[src/rtl/pipeline_hazard_ctrl_pkg.sv]
// Shared definitions for the pipeline hazard controller: FSM states,
// forward-select codes and the hard-wired zero register.
package pipe_ctrl_pkg;

  typedef enum logic [1:0] {
    RUN   = 2'b00,
    STALL = 2'b01,
    FLUSH = 2'b10
  } state_t;

  localparam logic [1:0] FWD_REG = 2'b00;
  localparam logic [1:0] FWD_WB  = 2'b01;
  localparam logic [1:0] FWD_MEM = 2'b10;

  localparam logic [4:0] REG_ZERO = 5'd0;

  // A later stage supplies src when it writes a non-zero register equal to src.
  function automatic logic regHit(input logic we, input logic [4:0] dst, input logic [4:0] src);
    return we && (dst != REG_ZERO) && (dst == src);
  endfunction

endpackage

[src/rtl/pipeline_hazard_ctrl_if.sv]
// Pipeline-side signals of the hazard controller: latch fields in, stall/flush/forward controls out.
interface pipeline_hazard_ctrl_if #(parameter int CNT_W = 16);
  logic [4:0]       id_rs, id_rt;
  logic [4:0]       ex_rs, ex_rt, ex_dst;
  logic             ex_mem_read;
  logic [4:0]       mem_dst, wb_dst;
  logic             mem_reg_write, wb_reg_write;
  logic             mem_br_taken;
  logic             pc_write, ifid_write, idex_bubble;
  logic             ifid_flush, idex_flush, exmem_flush;
  logic [1:0]       fwd_a, fwd_b;
  logic [1:0]       state;
  logic [CNT_W-1:0] stall_cnt, flush_cnt;

  modport master (
    output id_rs, id_rt, ex_rs, ex_rt, ex_dst, ex_mem_read,
           mem_dst, mem_reg_write, wb_dst, wb_reg_write, mem_br_taken,
    input  pc_write, ifid_write, idex_bubble, ifid_flush, idex_flush, exmem_flush,
           fwd_a, fwd_b, state, stall_cnt, flush_cnt
  );

  modport slave (
    input  id_rs, id_rt, ex_rs, ex_rt, ex_dst, ex_mem_read,
           mem_dst, mem_reg_write, wb_dst, wb_reg_write, mem_br_taken,
    output pc_write, ifid_write, idex_bubble, ifid_flush, idex_flush, exmem_flush,
           fwd_a, fwd_b, state, stall_cnt, flush_cnt
  );
endinterface

[src/rtl/pipeline_hazard_ctrl_fwd_select.sv]
// ALU operand source select for one operand; EX/MEM result beats MEM/WB data.
module fwd_select
  import pipe_ctrl_pkg::*;
(
  input  logic [4:0] srcReg,
  input  logic [4:0] memDst,
  input  logic       memRegWrite,
  input  logic [4:0] wbDst,
  input  logic       wbRegWrite,
  output logic [1:0] fwdSel
);

  always_comb begin
    fwdSel = FWD_REG;
    if (regHit(memRegWrite, memDst, srcReg))
      fwdSel = FWD_MEM;
    else if (regHit(wbRegWrite, wbDst, srcReg))
      fwdSel = FWD_WB;
  end

endmodule

[src/rtl/pipeline_hazard_ctrl.sv]
// Load-use stall, branch flush and operand forwarding control for a 5-stage pipeline,
// with saturating stall/flush event counters.
module pipeline_hazard_ctrl
  import pipe_ctrl_pkg::*;
#(
  parameter int CNT_W = 16
) (
  input  logic                  clk,
  input  logic                  rst_n,
  pipeline_hazard_ctrl_if.slave hz
);

  localparam logic [CNT_W-1:0] CNT_ONE = {{(CNT_W-1){1'b0}}, 1'b1};

  state_t           stateQ, stateD;
  logic             lu, br, stallEvt;
  logic [1:0]       selA, selB;
  logic [CNT_W-1:0] stallCnt, flushCnt;

  fwd_select u_fwdA (
    .srcReg      (hz.ex_rs),
    .memDst      (hz.mem_dst),
    .memRegWrite (hz.mem_reg_write),
    .wbDst       (hz.wb_dst),
    .wbRegWrite  (hz.wb_reg_write),
    .fwdSel      (selA)
  );

  fwd_select u_fwdB (
    .srcReg      (hz.ex_rt),
    .memDst      (hz.mem_dst),
    .memRegWrite (hz.mem_reg_write),
    .wbDst       (hz.wb_dst),
    .wbRegWrite  (hz.wb_reg_write),
    .fwdSel      (selB)
  );

  // Hazard terms are gated by rst_n so every control output is benign while in reset.
  always_comb begin
    lu = rst_n && hz.ex_mem_read && (hz.ex_dst != REG_ZERO)
         && ((hz.ex_dst == hz.id_rs) || (hz.ex_dst == hz.id_rt))
         && (stateQ != FLUSH);
    br       = rst_n && hz.mem_br_taken;
    stallEvt = lu && !br;
  end

  always_ff @(posedge clk or negedge rst_n) begin
    if (!rst_n) stateQ <= RUN;
    else        stateQ <= stateD;
  end

  always_comb begin
    stateD         = stateQ;
    hz.pc_write    = 1'b1;
    hz.ifid_write  = 1'b1;
    hz.idex_bubble = 1'b0;
    hz.ifid_flush  = 1'b0;
    hz.idex_flush  = 1'b0;
    hz.exmem_flush = 1'b0;

    if (br) begin
      hz.ifid_flush  = 1'b1;
      hz.idex_flush  = 1'b1;
      hz.exmem_flush = 1'b1;
    end else if (stallEvt) begin
      hz.pc_write    = 1'b0;
      hz.ifid_write  = 1'b0;
      hz.idex_bubble = 1'b1;
    end

    unique case (stateQ)
      RUN:     stateD = br ? FLUSH : (lu ? STALL : RUN);
      STALL:   stateD = br ? FLUSH : RUN;
      FLUSH:   stateD = RUN;
      default: stateD = RUN;
    endcase
  end

  always_ff @(posedge clk or negedge rst_n) begin
    if (!rst_n) begin
      stallCnt <= '0;
      flushCnt <= '0;
    end else begin
      if (stallEvt && (stallCnt != '1)) stallCnt <= stallCnt + CNT_ONE;
      if (br && (flushCnt != '1))       flushCnt <= flushCnt + CNT_ONE;
    end
  end

  always_comb begin
    hz.fwd_a     = rst_n ? selA : FWD_REG;
    hz.fwd_b     = rst_n ? selB : FWD_REG;
    hz.state     = stateQ;
    hz.stall_cnt = stallCnt;
    hz.flush_cnt = flushCnt;
  end

endmodule
[src/flat_wrapper.sv]
// flat-port wrapper written by rule: the top's interface ports become plain ports
module pipeline_hazard_ctrl_flat import pipe_ctrl_pkg::*;
#(
  parameter int CNT_W = 16
)
  (clk, rst_n, hz_id_rs, hz_id_rt, hz_ex_rs, hz_ex_rt, hz_ex_dst, hz_ex_mem_read, hz_mem_dst, hz_mem_reg_write, hz_wb_dst, hz_wb_reg_write, hz_mem_br_taken, hz_pc_write, hz_ifid_write, hz_idex_bubble, hz_ifid_flush, hz_idex_flush, hz_exmem_flush, hz_fwd_a, hz_fwd_b, hz_state, hz_stall_cnt, hz_flush_cnt);
  pipeline_hazard_ctrl_if #(.CNT_W(CNT_W)) hz_i ();
  input  logic clk;
  input  logic rst_n;
  input wire logic [$bits(hz_i.id_rs)-1:0] hz_id_rs;
  input wire logic [$bits(hz_i.id_rt)-1:0] hz_id_rt;
  input wire logic [$bits(hz_i.ex_rs)-1:0] hz_ex_rs;
  input wire logic [$bits(hz_i.ex_rt)-1:0] hz_ex_rt;
  input wire logic [$bits(hz_i.ex_dst)-1:0] hz_ex_dst;
  input wire logic [$bits(hz_i.ex_mem_read)-1:0] hz_ex_mem_read;
  input wire logic [$bits(hz_i.mem_dst)-1:0] hz_mem_dst;
  input wire logic [$bits(hz_i.mem_reg_write)-1:0] hz_mem_reg_write;
  input wire logic [$bits(hz_i.wb_dst)-1:0] hz_wb_dst;
  input wire logic [$bits(hz_i.wb_reg_write)-1:0] hz_wb_reg_write;
  input wire logic [$bits(hz_i.mem_br_taken)-1:0] hz_mem_br_taken;
  output wire logic [$bits(hz_i.pc_write)-1:0] hz_pc_write;
  output wire logic [$bits(hz_i.ifid_write)-1:0] hz_ifid_write;
  output wire logic [$bits(hz_i.idex_bubble)-1:0] hz_idex_bubble;
  output wire logic [$bits(hz_i.ifid_flush)-1:0] hz_ifid_flush;
  output wire logic [$bits(hz_i.idex_flush)-1:0] hz_idex_flush;
  output wire logic [$bits(hz_i.exmem_flush)-1:0] hz_exmem_flush;
  output wire logic [$bits(hz_i.fwd_a)-1:0] hz_fwd_a;
  output wire logic [$bits(hz_i.fwd_b)-1:0] hz_fwd_b;
  output wire logic [$bits(hz_i.state)-1:0] hz_state;
  output wire logic [$bits(hz_i.stall_cnt)-1:0] hz_stall_cnt;
  output wire logic [$bits(hz_i.flush_cnt)-1:0] hz_flush_cnt;
  assign hz_i.id_rs = hz_id_rs;
  assign hz_i.id_rt = hz_id_rt;
  assign hz_i.ex_rs = hz_ex_rs;
  assign hz_i.ex_rt = hz_ex_rt;
  assign hz_i.ex_dst = hz_ex_dst;
  assign hz_i.ex_mem_read = hz_ex_mem_read;
  assign hz_i.mem_dst = hz_mem_dst;
  assign hz_i.mem_reg_write = hz_mem_reg_write;
  assign hz_i.wb_dst = hz_wb_dst;
  assign hz_i.wb_reg_write = hz_wb_reg_write;
  assign hz_i.mem_br_taken = hz_mem_br_taken;
  assign hz_pc_write = hz_i.pc_write;
  assign hz_ifid_write = hz_i.ifid_write;
  assign hz_idex_bubble = hz_i.idex_bubble;
  assign hz_ifid_flush = hz_i.ifid_flush;
  assign hz_idex_flush = hz_i.idex_flush;
  assign hz_exmem_flush = hz_i.exmem_flush;
  assign hz_fwd_a = hz_i.fwd_a;
  assign hz_fwd_b = hz_i.fwd_b;
  assign hz_state = hz_i.state;
  assign hz_stall_cnt = hz_i.stall_cnt;
  assign hz_flush_cnt = hz_i.flush_cnt;
  pipeline_hazard_ctrl #(.CNT_W(CNT_W)) u_core (.clk(clk), .rst_n(rst_n), .hz(hz_i));
endmodule
[config.mk]
export PLATFORM = sky130hd
export DESIGN_NAME = pipeline_hazard_ctrl_flat
export DESIGN_NICKNAME = d
export VERILOG_FILES = /design/src/rtl/pipeline_hazard_ctrl_pkg.sv /design/src/rtl/pipeline_hazard_ctrl_if.sv /design/src/rtl/pipeline_hazard_ctrl_fwd_select.sv /design/src/rtl/pipeline_hazard_ctrl.sv /design/src/flat_wrapper.sv
export SDC_FILE = /design/constraint.sdc
export NUM_CORES = 1
export LEC_CHECK = 0
export BUFFER_PORTS_ARGS = -buffer_cell sky130_fd_sc_hd__buf_2
export CAP_MARGIN = 0
export CORE_MARGIN = 3
export CORE_UTILIZATION = 40
export CTS_BUF_LIST = sky130_fd_sc_hd__clkbuf_8
export CTS_CLUSTER_SIZE = 20
export DETAILED_ROUTE_END_ITERATION = 12
export PLACE_DENSITY = 0.68
export REMOVE_ABC_BUFFERS = 1
export SYNTH_ARGS = -nofsm -noshare
export SYNTH_HDL_FRONTEND = slang
export SYNTH_SLANG_ARGS = --single-unit
[constraint.sdc]
create_clock -name clk -period 2.3 [get_ports clk]
set_clock_uncertainty 0.15 [all_clocks]
set_input_delay 0.23 -clock clk [delete_from_list [all_inputs] [get_ports clk]]
set_output_delay 0.23 -clock clk [all_outputs]
set_load 0.02 [all_outputs]
==> summary.md <==
| Metric | Value |
|---|---|
| Post-DP HPWL | `3.98 mm` |
| Area delta synth->final | `27.8%` |
| Post-route ant nets | `0` |
| H-tree lvl count | `2` |
| CTS Sinks | `34` |
| Worst setup path start | `u_core.hz.state[1]` |
| R2R cell count | `6` |
| CTS buffer count | `5` |
| Worst R2R End | `u_core.hz.stall_cnt[1]` |
| Pwr/cell area | `580 nW/um2` |
| Die Footprint | `6230 um2` |
| TritonCTS clock tree | `done` |
| Worst-path maximum fanout | `14` |
| Maximum capacitance violations | `0` |
| Slew Limit Fails | `0` |
| Worst-Skew Late Latency | `0.28 ns` |
| Max VDD drop | `about 0.00050 V` |
| Placed Area | `2600 um2` |
| Final period util | `0.905` |
| Nets@finish | `339` |
| Gr ovfl total | `0` |
| First-pass GRT wire length | `8.49 mm` |
| Relative slew slack | `0.696` |
| Multi-input logic area | `1210 um2` |
| Initial core utilization | `0.430` |
| Die width | `78.9 um` |
| Syn_area_per_cell | `around 10 um2` |
| Crit path DAT | `1.70 ns` |
| Final Hold Fails | `0` |
| DRC Markers | `0` |
| Synth Instances | `roughly 210` |
| Clock buffer depth | `2` |
| Final min period | `2.08 ns` |
| Post-synth EDFFs | `0` |
| Max Fclk | `0.481 GHz` |
| Slew at the pin closest to its max-slew limit | `0.457 ns` |
| Starting DRT DRC Count | `80` |
| Tot GR Track Use | `0.173` |
| CTS Root Cell | `clkbuf_8` |
| DIE HEIGHT | `78.9 um` |
| Port buffer count | `84` |
| Asr flop ratio synth | `1.00` |
| Routed WL | `5.17 mm` |
| Synthesized area | `2130 um2` |
| Crit path to | `hz_idex_bubble` |
| RSZ-0062 raised after global routing | `no` |
| Synth Area in Compound Gates | `0.0259` |
| # IOs | `85` |
| Design area | `2720 um2` |
| Crit. End Element | `primary output` |
| Setup Buffers After CTS | `0` |
| Crit start category | `register` |
| Layout cells sized above 1 | `0.360` |
| LEAKAGE | `1.30 nW` |
| Vias/cell | `5.06` |
| Fill cells | `roughly 500` |
| WL/cell | `14.2 um` |
| Critical path class | `reg -> out` |
| Core ar. | `4940 um2` |
| Yosys warning count | `0` |
| Top_reg_cell synth | `dfrtp_1` |
| Vias in the first global route | `about 1,800` |
| RD Place Congestion | `0.850` |
| Drt pass-1 iters | `4` |
| Synth Area in Simple Gates | `0.269` |
| Vias | `1,843` |
| R2R Setup Slk | `0.22 ns` |
| Cell Rows | `25` |
| Setup violators final | `0` |
| Hold/Removal Path Class | `in -> reg` |
| #FFs+latches synth | `34` |
| Worst-path clk slew | `0.07 ns` |
| Largest net degree at the start of global routing | `16` |
| Reg area | `851 um2` |
| Antenna cells | `0` |
| Initial antenna violation count | `0` |
| Mux cell area share after synthesis | `0.0212` |
| FF-to-FF Start | `u_core.hz.stall_cnt[0]` |
| XOR/XNOR share of the synthesized area | `0.239` |
| Register area share after synthesis | `0.400` |
| Main combinational cell family by area after synthesis | `simple AND/OR/NAND/NOR gates` |
| Setup_tns | `0 ns` |
| Yosys cell types | `36` |
| Required @ worst endpoint | `around 1.9 ns` |
| Adder-cell share of the synthesized area | `0.0118` |
| Run status | `finished, final reports clean` |
[metal layers]
layer,vias to the layer above,wire [um],global-route usage
li1,911,-,-
met4,0,41,0.0464
met1,869,2380,0.226
met3,4,380,0.0420
met2,59,2370,0.289
met5,-,0,0
[cells in the mapped netlist (2+ instances only)]
master,number,area share
and2_1,5,0.015
and3_1,6,0.018
and4_1,2,0.0082
buf_2,2,0.0047
buf_4,3,0.011
buf_6,2,0.011
dfrtp_1,34,0.40
ha_1,2,0.012
inv_1,3,0.0053
mux2_2,3,0.016
nand2_1,11,0.019
nand3_1,19,0.045
nand4_1,17,0.050
nand4b_1,2,0.0082
nor2_1,5,0.0088
nor2_2,2,0.0059
nor3_1,5,0.012
nor4_1,3,0.0088
nor4_2,2,0.012
o21ai_0,2,0.0047
o31a_1,2,0.0082
or4_1,5,0.018
xnor2_1,41,0.17
xor2_1,17,0.070
[sequential cells by signal (all words and copies together) (netlist names)]
signal and flops:
u_core.hz.stall_cnt 16, u_core.hz.flush_cnt 16, u_core.hz.state 2
[cell usage in the layout (no fill, tap or decap)]
| cell | Yosys | routed |
|---|---|---|
| a21boi_0 | 1 | 1 |
| and2_0 | 1 | 1 |
| and2_1 | 5 | 5 |
| and3_1 | 6 | 6 |
| and4_1 | 2 | 2 |
| buf_2 | 2 | 84 |
| buf_4 | 3 | 4 |
| clkbuf_8 | 0 | 6 |
| clkinv_2 | 0 | 1 |
| dfrtp_1 | 34 | 34 |
| dlygate4sd3_1 | 0 | 2 |
| ha_1 | 2 | 2 |
| inv_1 | 3 | 4 |
| mux2_1 | 1 | 1 |
| mux2_2 | 3 | 3 |
| nand2_1 | 11 | 11 |
| nand2b_1 | 1 | 1 |
| nand3_1 | 19 | 19 |
| nand3_2 | 1 | 1 |
| nand3_4 | 1 | 1 |
| nand4_1 | 17 | 17 |
| nand4_4 | 1 | 1 |
| nand4b_1 | 2 | 2 |
| nor2_1 | 5 | 5 |
| nor2_2 | 2 | 1 |
| nor2_4 | 0 | 1 |
| nor2b_1 | 1 | 1 |
| nor3_1 | 5 | 5 |
| nor4_1 | 3 | 3 |
| nor4_2 | 2 | 2 |
| nor4_4 | 1 | 1 |
| o211ai_1 | 1 | 1 |
| o21ai_0 | 2 | 2 |
| o22ai_2 | 1 | 1 |
| o31a_1 | 2 | 2 |
| or4_1 | 5 | 5 |
| xnor2_1 | 41 | 41 |
| xor2_1 | 17 | 17 |
[worst min-delay path by stage]
stage | startpoint | to | slack (ns) | cells past startpoint
floorplan | rst_n | u_core.hz.flush_cnt[0] | -0.22 | 0
global placement | rst_n | u_core.hz.state[0] | -0.03 | 1
detailed placement | rst_n | u_core.hz.state[0] | -0.02 | 1
CTS | hz_mem_br_taken | u_core.hz.flush_cnt[15] | 0.24 | 5
global route | hz_mem_br_taken | u_core.hz.flush_cnt[11] | 0.31 | 5
finish | hz_mem_br_taken | u_core.hz.flush_cnt[15] | 0.24 | 5
[metrics by stage]
stage | utilization | setup slack (ns) | hold slack (ns) | total power [W] | instances
2_1_floorplan | - | 0.225 | -0.216 | 0.000958 | 199
3_3_place_gp | 0.527 | 0.256 | -0.0255 | 0.00113 | 354
3_5_place_dp | 0.527 | 0.237 | -0.0195 | 0.00115 | 354
4_1_cts | 0.549 | 0.0891 | 0.244 | 0.00160 | 364
5_1_grt | 0.550 | 0.0965 | 0.308 | 0.00167 | 364
6_report | 0.550 | 0.219 | 0.242 | 0.00158 | 364
[layout make-up]
cell class | count | area share
clock buffers | 6 | 0.0304
clock inverters | 2 | 0.00322
inverters | 3 | 0.00414
multi-input cells | 162 | 0.445
flip-flops and latches | 34 | 0.313
well taps | 67 | 0.0308
repair buffers | 90 | 0.173
[critical path: stages, from the launching register on]
cell,delay (ns)
dfrtp_1,0.42
nand2b_1,0.09
nand4b_1,0.17
nor2_4,0.33
nand2_1,0.17
inv_1,0.08
buf_2,0.16
[power breakdown]
group          total [W]  switching, W  internal [W]
Combinational   0.000403      0.000229      0.000173
Sequential      0.000731     0.0000742      0.000657
Clock           0.000443      0.000207      0.000237
[cells by family (layout without fill, tap and decap cells)]
kind of cell	Yosys count	in the layout
mux	4	4
flops	34	34
buf+inv	11	101
simple gates	91	91
xor+xnor	58	58
compound gates	7	7
fa+ha+maj	2	2
[timing repair]
| item | CTS | global route |
|---|---|---|
| resized for setup | 0 | 1 |
| endpoints found under the hold margin | 19 | 0 |
| setup endpoints to repair | 0 | 3 |
| hold buffers | 2 | 0 |
(Power assumes the default switching activity.)
